### src/rtl/mod_exp_arbiter.sv
// Round-robin arbiter sharing one modular-exponentiation engine among NREQ requesters.
// States: IDLE arbitrate | LOAD pulse engine load | RUN wait for finish | RESP hold response.
module mod_exp_arbiter #(
    parameter int WIDTH = 32,
    parameter int NREQ  = 4,
    parameter int IDW   = $clog2(NREQ)
) (
    input  logic                      clk,
    input  logic                      reset,
    input  logic [NREQ-1:0]           req_valid,
    output logic [NREQ-1:0]           req_ready,
    input  logic [NREQ*2*WIDTH-1:0]   req_base,
    input  logic [NREQ*2*WIDTH-1:0]   req_modulo,
    input  logic [NREQ*2*WIDTH-1:0]   req_exponent,
    output logic                      resp_valid,
    input  logic                      resp_ready,
    output logic [IDW-1:0]            resp_id,
    output logic [2*WIDTH-1:0]        resp_result,
    output logic                      resp_error,
    output logic                      busy,
    output logic [2*WIDTH-1:0]        eng_base,
    output logic [2*WIDTH-1:0]        eng_modulo,
    output logic [2*WIDTH-1:0]        eng_exponent,
    output logic                      eng_load,
    input  logic                      eng_finish,
    input  logic [2*WIDTH-1:0]        eng_result
);
    localparam int W2 = 2 * WIDTH;

    typedef enum logic [1:0] {IDLE, LOAD, RUN, RESP} state_t;

    state_t           state, state_nxt;
    logic [IDW-1:0]   rr_ptr;
    logic [IDW-1:0]   grant_idx;
    logic [IDW-1:0]   cand;
    logic             grant_found;
    logic [W2-1:0]    base_arr [NREQ];
    logic [W2-1:0]    mod_arr  [NREQ];
    logic [W2-1:0]    exp_arr  [NREQ];
    logic [W2-1:0]    sel_base, sel_modulo, sel_exponent;

    for (genvar i = 0; i < NREQ; i++) begin : g_unpack
        assign base_arr[i] = req_base[i*W2 +: W2];
        assign mod_arr[i]  = req_modulo[i*W2 +: W2];
        assign exp_arr[i]  = req_exponent[i*W2 +: W2];
    end

    // Search starts just after the last winner so every requester gets a turn.
    always_comb begin
        grant_found = 1'b0;
        grant_idx   = '0;
        cand        = '0;
        for (int k = 1; k <= NREQ; k++) begin
            cand = IDW'((int'(rr_ptr) + k) % NREQ);
            if (!grant_found && req_valid[cand]) begin
                grant_found = 1'b1;
                grant_idx   = cand;
            end
        end
    end

    assign sel_base     = base_arr[grant_idx];
    assign sel_modulo   = mod_arr[grant_idx];
    assign sel_exponent = exp_arr[grant_idx];

    always_ff @(posedge clk) begin
        if (reset) state <= IDLE;
        else       state <= state_nxt;
    end

    always_comb begin
        state_nxt = state;
        req_ready = '0;
        case (state)
            IDLE: begin
                if (grant_found) begin
                    req_ready[grant_idx] = 1'b1;
                    state_nxt = (sel_modulo <= W2'(1)) ? RESP : LOAD;
                end
            end
            LOAD:    state_nxt = RUN;
            RUN:     if (eng_finish) state_nxt = RESP;
            RESP:    if (resp_ready) state_nxt = IDLE;
            default: state_nxt = IDLE;
        endcase
        if (reset) req_ready = '0;
    end

    assign eng_load   = (state == LOAD) && !reset;
    assign resp_valid = (state == RESP) && !reset;
    assign busy       = (state != IDLE);

    // Degenerate moduli are answered at grant time; real jobs overwrite on finish.
    always_ff @(posedge clk) begin
        if (reset) begin
            rr_ptr       <= IDW'(NREQ - 1);
            resp_id      <= '0;
            resp_result  <= '0;
            resp_error   <= 1'b0;
            eng_base     <= '0;
            eng_modulo   <= '0;
            eng_exponent <= '0;
        end else begin
            if (state == IDLE && grant_found) begin
                eng_base     <= sel_base;
                eng_modulo   <= sel_modulo;
                eng_exponent <= sel_exponent;
                resp_id      <= grant_idx;
                rr_ptr       <= grant_idx;
                resp_result  <= '0;
                resp_error   <= (sel_modulo == '0);
            end
            if (state == RUN && eng_finish) begin
                resp_result <= eng_result;
                resp_error  <= 1'b0;
            end
        end
    end
endmodule

### config.mk
export PLATFORM = sky130hd
export DESIGN_NAME = mod_exp_arbiter
export DESIGN_NICKNAME = d
export VERILOG_FILES = /design/src/rtl/mod_exp_arbiter.sv
export SDC_FILE = /design/constraint.sdc
export NUM_CORES = 1
export LEC_CHECK = 0
export CAP_MARGIN = 30
export CORE_AREA = 4 4 433 435
export CTS_CLUSTER_DIAMETER = 120
export DETAILED_ROUTE_END_ITERATION = 6
export DIE_AREA = 0 0 437 439
export PLACE_DENSITY_LB_ADDON = 0.3
export SYNTH_ARGS = -nofsm -noshare
export SYNTH_HDL_FRONTEND = slang
export SYNTH_SLANG_ARGS = --single-unit
### constraint.sdc
create_clock -name clk -period 6.5 [get_ports clk]
set_clock_uncertainty 0.15 [all_clocks]
set_input_delay 1.3 -clock clk [delete_from_list [all_inputs] [get_ports clk]]
set_output_delay 1.3 -clock clk [all_outputs]
set_load 0.01 [all_outputs]
**Yosys cells after proc, flatten, opt, wreduce, memory -nomap -nowiden**

Index checks and enable logic that the tools add are counted.

- Register bits: 263
- Input bits: 840
- Output and inout port bits: 266
- Word-level logic and storage cells: 82

- Add/subtract/negate cells: 4
- $lt $le $gt $ge: 8
- Equal/unequal tests: 6
- Multiplexer cells: 37
- Bitwise logic cells: 1
- Reduce and logical (&&, ||, !) cells: 18

Operator list:

| kind | number |
|---|---|
| two-way mux 64 bit | 8 |
| binary-select mux 64 bit (select 2 bit) | 3 |
| less-or-equal comparator 64 x 1 -> 1 bit (second input constant) | 1 |
| logical NOT 64 bit | 1 |
| two-way mux 2 bit | 8 |
| < comparator 2 x 3 -> 1 bit (second input constant) | 5 |
| two-way mux 4 bit | 3 |
| two-way mux 1 bit | 9 |
| binary-select mux 1 bit (select 2 bit) | 4 |
| logical AND 1 bit | 8 |
| case mux 2 bit (4 select lines) | 1 |
| inequality test 2 bit (second input constant) | 3 |
| adder 2 x 1 -> 2 bit (second input constant) | 2 |
| adder 2 bit (second input constant) | 2 |
| == test 2 bit (second input constant) | 2 |
| logical NOT 1 bit | 4 |
| nonzero test 2 bit | 2 |
| >= comparator 3 bit (second input constant) | 1 |
| NOT 2 -> 3 bit | 1 |
| AND reduction 3 bit | 1 |
| demux 1 bit (select 2 bit) | 1 |
| == test 2 x 1 -> 1 bit (second input constant) | 1 |
| >= comparator 2 x 1 -> 1 bit (second input constant) | 1 |
| logical NOT 2 bit | 1 |
| OR reduction 2 bit | 1 |

**Logic depth before layout (Yosys ltp)**

Gate-level depths: netlist (run 1).

- Depth in word-level cells: 21
- Gate-level depth with buffers: 11
- Gate-level depth less buffers: 8

**Least setup slack after synthesis (run 1)**

No wires, ideal clock.

- Path type: input to output
- Start point: in req_valid[2]
- End point: out req_ready[1]
- Arrival: 2.674 ns
- Path slack: 2.376 ns
- Stages: 7
- Cell sequence: nand2b_1 a21o_1 buf_6 buf_2 buf_2 and3_1 nor4_1

- Cells in the longest elaborated chain, start to end: 19
- Elaborated cells between the ends (all ways): 30
- Those cells by class: order compare: 2; mux: 21; reduce/logical: 7

RTL lines:

| what | line | source |
|---|---|---|
| start, declared | 10 | `input logic [NREQ-1:0] req_valid,` |
| binary-select mux 1 bit (select 2 bit) | 55 | `if (!grant_found && req_valid[cand]) begin` |
| two-way mux 1 bit (implied by the code) | 55 |  |
| two-way mux 1 bit | 55 |  |
| logical NOT 1 bit | 55 |  |
| logical AND 1 bit | 55 |  |
| two-way mux 1 bit | 55 |  |
| logical NOT 1 bit | 55 |  |
| logical AND 1 bit | 55 |  |
| [... 3 more ...] | n/a |  |
| two-way mux 2 bit | 55 |  |
| < comparator 2 x 3 -> 1 bit (implied by the code) or >= comparator 2 x 1 -> 1 bit (tied branches) | 77 | `req_ready[grant_idx] = 1'b1;` |
| logical AND 1 bit (implied by the code) | 77 |  |
| two-way mux 1 bit (implied by the code) | 77 |  |
| demux 1 bit (select 2 bit) | 77 |  |
| two-way mux 4 bit * | 76 | `if (grant_found) begin` |
| two-way mux 4 bit * | 74 | `case (state)` |
| two-way mux 4 bit * | 86 | `if (reset) req_ready = '0;` |
| end, declared | 11 | `output logic [NREQ-1:0] req_ready,` |

Every way passes the cells marked *; elsewhere a longest branch is shown, timed or not. The select of a mux whose other input is x is not followed.

**Final worst setup path (run 1)**

- Start point: in req_valid[1]
- End point: out req_ready[2]

Same word-level chain as after synthesis.

==> results.cfg, run 1 <==
[global_route]
grt_max_degree = 144
grt_usage_pct = 17.1
grt_overflow = 0
antenna_found_initial = 153
grt_pass1_vias = 22978
grt_pass1_wl_um = 223000

[critical_path]
end_kind = primary output
cp.required_ns = 5.05
cp-start-kind = primary input
path_cells = clkdlybuf4s50_1, nor2b_1, o21ai_4, and2_1, nand2_1, nor4_1, clkdlybuf4s50_1
crit_type = primary input to primary output
critPathMostFrequentCell = clkdlybuf4s50_1
critPathSlowestCell = clkdlybuf4s50_1
cp_max_fo = 9
crit_arrival_ns = 3.84
cpPeakStageDelay_ns = 0.61

[clock_network]
clk_pin_slew_ns = 0.04
holdBufCountCts = 0
cts_setup_buffers = 0
cts_buffer_depth = 3
insertion_delay_ns = 0.59
clock_sinks = 263
cts_tree = done
htreeDepth = 2
cts-resized-gates = 0
cts-root-buf = clkbuf_16
numCtsBuffers = 44

[synth]
syn_area_um2 = 16700
yosysUniqueCellTypes = 44
yosys_warnings = 0
yosysSeqAreaShare_pct = 31.6
ys.flop_type = dfxtp_1
synth_cells = 2578
async_flop_share_pct = 0
synth_seq_cells = 263
synth_area_per_cell_um2 = 6.47
synth_nets = 3423
synth_edf_count = 0

[layout]
final_cell_mix = 1104 x clkdlybuf4s50_1, 784 x nand2_1, 452 x nand3_1, 265 x a21oi_1, 263 x dfxtp_1
nets = 4355
fill_cells = 21028
final_common_cell = clkdlybuf4s50_1
area_delta_synth_final_pct = 91.4
stdcell_area_um2 = 31900
drive_gt1_share_pct = 5.36
final_core_util_pct = 17.4

[sta]
post-route-period-util_pct = 81.3
finalSetupViolations = 0
whs_ns = 0.300
hold_violations = 0
tns_ns = 0
slew_headroom_pct = 22.1
max_freq_mhz = 189
period_minus_slack_ns = 5.29
slew_viol_final = 0
tightest_slew_ns = 1.17
grt_setup_unrepaired = no
layout_setup_ws_ns = 1.21

[detailed_routing]
drc = 0
wirelength_um = 175000
initialDrtViolationCount = 2277
num_vias = 24285
first_pass_iters = 6
via_per_inst = 4.01
antenna_left = 0
wl_per_cell_um = 28.9

[floorplan]
core_um2 = 183000
io_pins = 1106
fp-row-count = 157
start_util_pct = 9.11
die_h_um = 439
die_area_um2 = 192000
die_w_um = 437

[job]
cap_violations = 0

[placed_design]
place_ws_ns = 1.24
dp_hpwl_um = 143000
port_buffers = 1105
place_area_um2 = 30400
gp_congestion = 0.938

[power]
powerDensity_nw_per_um2 = 274
leakage_uw = 0.0118
peakVddDrop_mv = 0.190

[hold_path]
hold_path.class = flip-flop to flip-flop

[outcome]
status = completed
## state kept, by name, summed over array words and instances, names as in the netlist
signal / flops
eng_base: 64
eng_exponent: 64
resp_id: 2
eng_modulo: 64
rr_ptr: 2
resp_error: 1
state: 2
resp_result: 64
## metrics by stage
| step | std cells | total power (µW) |
|---|---|---|
| after floorplan | 2578 | 3960 |
| after global placement | 5928 | 6360 |
| after detailed placement | 5928 | 6360 |
| after CTS | 6006 | 8890 |
| after global routing | 6034 | 9190 |
| final | 6057 | 8750 |
## worst max-delay path, delay by kind of cell
family | cells | cell delay (ns)
buffers and inverters | 2 | 1.15
AO/OA/AOI/OAI | 1 | 0.47
AND/OR/NAND/NOR | 4 | 0.90
## cells in the mapped netlist (4+ instances only)
cell type	instances	area [µm²]
clkbuf_1	189	709
a21o_1	4	30.0
nand4_1	9	56.3
a31oi_1	109	682
and4_1	54	473
a41o_1	62	621
ha_1	5	62.6
dfxtp_1	263	5270
buf_1	18	67.6
inv_1	113	424
nor4_1	8	50.1
buf_4	12	90.1
nor2_1	9	33.8
nand2_1	786	2950
o2111ai_1	8	70.1
or3_1	8	50.1
buf_2	46	230
buf_6	5	56.3
a221oi_1	8	70.1
and2_1	10	62.6
nand3_1	453	2270
o32ai_1	52	455
or2_2	55	344
a21oi_1	266	1330
## worst paths after layout
kind                  start             end  slack (ns)  cells after the start
max            req_valid[1]    req_ready[2]        1.21                      7
min          eng_modulo[24]  eng_modulo[24]        0.30                      2
max reg2reg       rr_ptr[0]        state[1]        2.77                     10
min reg2reg  eng_modulo[24]  eng_modulo[24]        0.30                      2
## power breakdown
part	internal, µW	leakage, µW	switching, µW	total [µW]
clock network	1460	0.000699	978	2440
registers	1900	0.00216	177	2080
logic	1720	0.00889	2520	4240
total	5070	0.0118	3670	8750
## kinds of logic (layout without fill, tap and decap cells)
group	count (synthesis)	after routing	share of synthesized area, %
simple gates	1403	1403	38.2
other cells	0	51	0
buf+inv	384	1348	9.55
fa+ha+maj	5	5	0.375
compound gates	523	523	20.3
flops	263	263	31.6
## metal layers
layer / up-vias / track usage, % / part of all wire (%)
met1: 11671 / 20.0 / 39
li1: 10893 / - / -
met5: - / 0 / 0.23
met4: 70 / 7.22 / 4.3
met2: 1316 / 28.6 / 48
met3: 335 / 5.82 / 9.0
## final cells by class
type / count / area (µm²) / area share [%]
Clock inverter: 16 / 179 / 0.561
Inverter: 113 / 424 / 1.33
Antenna cell: 51 / 128 / 0.400
Multi-Input combinational cell: 1931 / 9900 / 31.0
Timing Repair Buffer: 1157 / 11700 / 36.6
Sequential cell: 263 / 5270 / 16.5
Clock buffer: 62 / 1250 / 3.92
Tap cell: 2464 / 3080 / 9.66
(Power assumes the default switching activity.)
==> run 2: changes to the inputs <==
--- a/config.mk
+++ b/config.mk
@@ -6,10 +6,10 @@
 export NUM_CORES = 1
 export LEC_CHECK = 0
 export CAP_MARGIN = 30
-export CORE_AREA = 4 4 433 435
+export CORE_AREA = 4 4 424 426
 export CTS_CLUSTER_DIAMETER = 120
 export DETAILED_ROUTE_END_ITERATION = 6
-export DIE_AREA = 0 0 437 439
+export DIE_AREA = 0 0 428 430
 export PLACE_DENSITY_LB_ADDON = 0.3
 export SYNTH_ARGS = -nofsm -noshare
 export SYNTH_HDL_FRONTEND = slang
==> constraint.sdc (replaced) <==
create_clock -name clk -period 4.55 [get_ports clk]
set_clock_uncertainty 0.15 [all_clocks]
set_input_delay 0.91 -clock clk [delete_from_list [all_inputs] [get_ports clk]]
set_output_delay 0.91 -clock clk [all_outputs]
set_load 0.01 [all_outputs]
==> run 2 against run 1 <==
Effect of this change:
- sequential power increased by 42%
- sequential share of layout area fell by 0.26 points
- cell count down 1.1%
==> results.cfg, run 2 (synthesized netlist as in run 1, its figures left out) <==
[outcome]
status = completed

[placed_design]
place_area_um2 = 30700
dp.cells = 5855
dp_hpwl_um = 144000
gp_congestion = 0.932
place_ws_ns = -0.119
port_buffers = 1105

[job]
cap_violations = 0

[global_route]
grt_max_degree = 147
grt_pass1_wl_um = 226000
antenna_found_initial = 158
grt_pass1_vias = 23266
grt_usage_pct = 18.0
grt_overflow = 0

[detailed_routing]
wl_met1_um = 69200
antenna_left = 0
top_layer = met5
drc = 0
num_vias = 24464
wirelength_um = 175000
routed-wl-met2_um = 83800
wl_met3_um = 14700
via_per_inst = 4.08
wl_per_cell_um = 29.3
initialDrtViolationCount = 2187
first_pass_iters = 5

[sta]
finalSetupViolations = 0
slew_headroom_pct = 19.8
layout_setup_ws_ns = 0.225
tightest_slew_ns = 1.20
post-route-period-util_pct = 95.0
slew_viol_final = 0
hold_violations = 0
grt_setup_unrepaired = no
period_minus_slack_ns = 4.32
max_freq_mhz = 231

[clock_network]
cts-resized-gates = 0
cts_buffer_depth = 3
cts_setup_buffers = 0
htreeDepth = 2
clk_pin_slew_ns = 0.06
insertion_delay_ns = 0.65
clock_sinks = 263
holdBufCountCts = 0
cts-root-buf = clkbuf_16
cts_tree = done
numCtsBuffers = 47

[critical_path]
cp.required_ns = 3.49
end_kind = primary output
cp-start-kind = primary input
r2r_setup_slack_ns = 0.80
cp_max_fo = 27
crit_type = primary input to primary output
crit_arrival_ns = 3.26

[layout]
area_delta_synth_final_pct = 94.4
nets = 4409
final_cells = 5990
final_cell_mix = 1104 x clkdlybuf4s50_1, 784 x nand2_1, 452 x nand3_1, 265 x a21oi_1, 263 x dfxtp_1
drive_gt1_share_pct = 7.03
stdcell_area_um2 = 32400
fill_cells = 20111
final_common_cell = clkdlybuf4s50_1

[floorplan]
core_um2 = 176000
die_w_um = 428
io_pins = 1106
fp-row-count = 154
die_h_um = 430
start_util_pct = 9.49
die_area_um2 = 184000

[power]
powerDensity_nw_per_um2 = 397
leakage_uw = 0.0121
peakVddDrop_mv = 0.243

[hold_path]
hold_path.class = flip-flop to flip-flop
-- run 2: cell count changes in the layout (fill, tap and decap cells not counted) --
cell / delta
clkinv_2: +2
clkbuf_8: +7
inv_6: -1
clkbuf_1: -6
buf_12: +12
clkbuf_16: +3
bufinv_16: -2
clkinv_4: +2
buf_4: +39
clkinv_8: +1
-- run 2: layer usage --
metal | up-vias | GRT usage, %
li1 | 11004 | -
met1 | 11776 | 21.7
met2 | 1282 | 30.4
met3 | 348 | 5.31
met4 | 54 | 6.31
met5 | - | 0
-- run 2: where the power goes --
| group | switching (µW) | total [µW] | internal, µW |
|---|---|---|---|
| sequential | 237 | 2950 | 2710 |
| combinational | 3610 | 6210 | 2610 |
| clock | 1510 | 3700 | 2190 |
| total | 5350 | 12900 | 7510 |
-- run 2: per-stage QoR --
step / util (%) / hold WS, ns / TNS [ns] / total power [µW]
after CTS: 18.4 / 0.303 / 0 / 13100
after detailed placement: 17.5 / 0.297 / -0.211 / 9260
after global routing: 18.4 / 0.318 / 0 / 13600
after floorplan: - / 0.331 / 0 / 5650
final: 18.5 / 0.300 / 0 / 12900
after global placement: 17.5 / 0.292 / -0.343 / 9250
-- run 2: final timing paths --
check,start,endpoint,depth (start not counted)
max reg2reg,rr_ptr[0],state[1],11
max,req_valid[1],req_ready[0],7
min,eng_base[34],eng_base[34],2
min reg2reg,eng_base[34],eng_base[34],2
-- run 2: final cells by class --
cell class	instances	area (µm²)	share of cell area [%]
multi-input combinational	1931	9900	30.5
inverter	113	424	1.31
clock buffer	66	1400	4.31
timing repair buffer	1208	12200	37.7
sequential	263	5270	16.2
clock inverter	18	154	0.475
antenna	51	128	0.394
tap	2340	2930	9.03
-- run 2: critical path: stages --
cell and delay [ns]:
clkdlybuf4s50_1 0.53, nand2b_1 0.24, a21o_4 0.37, and2_1 0.21, nand2_1 0.10, nor4_1 0.31, clkdlybuf4s50_1 0.59
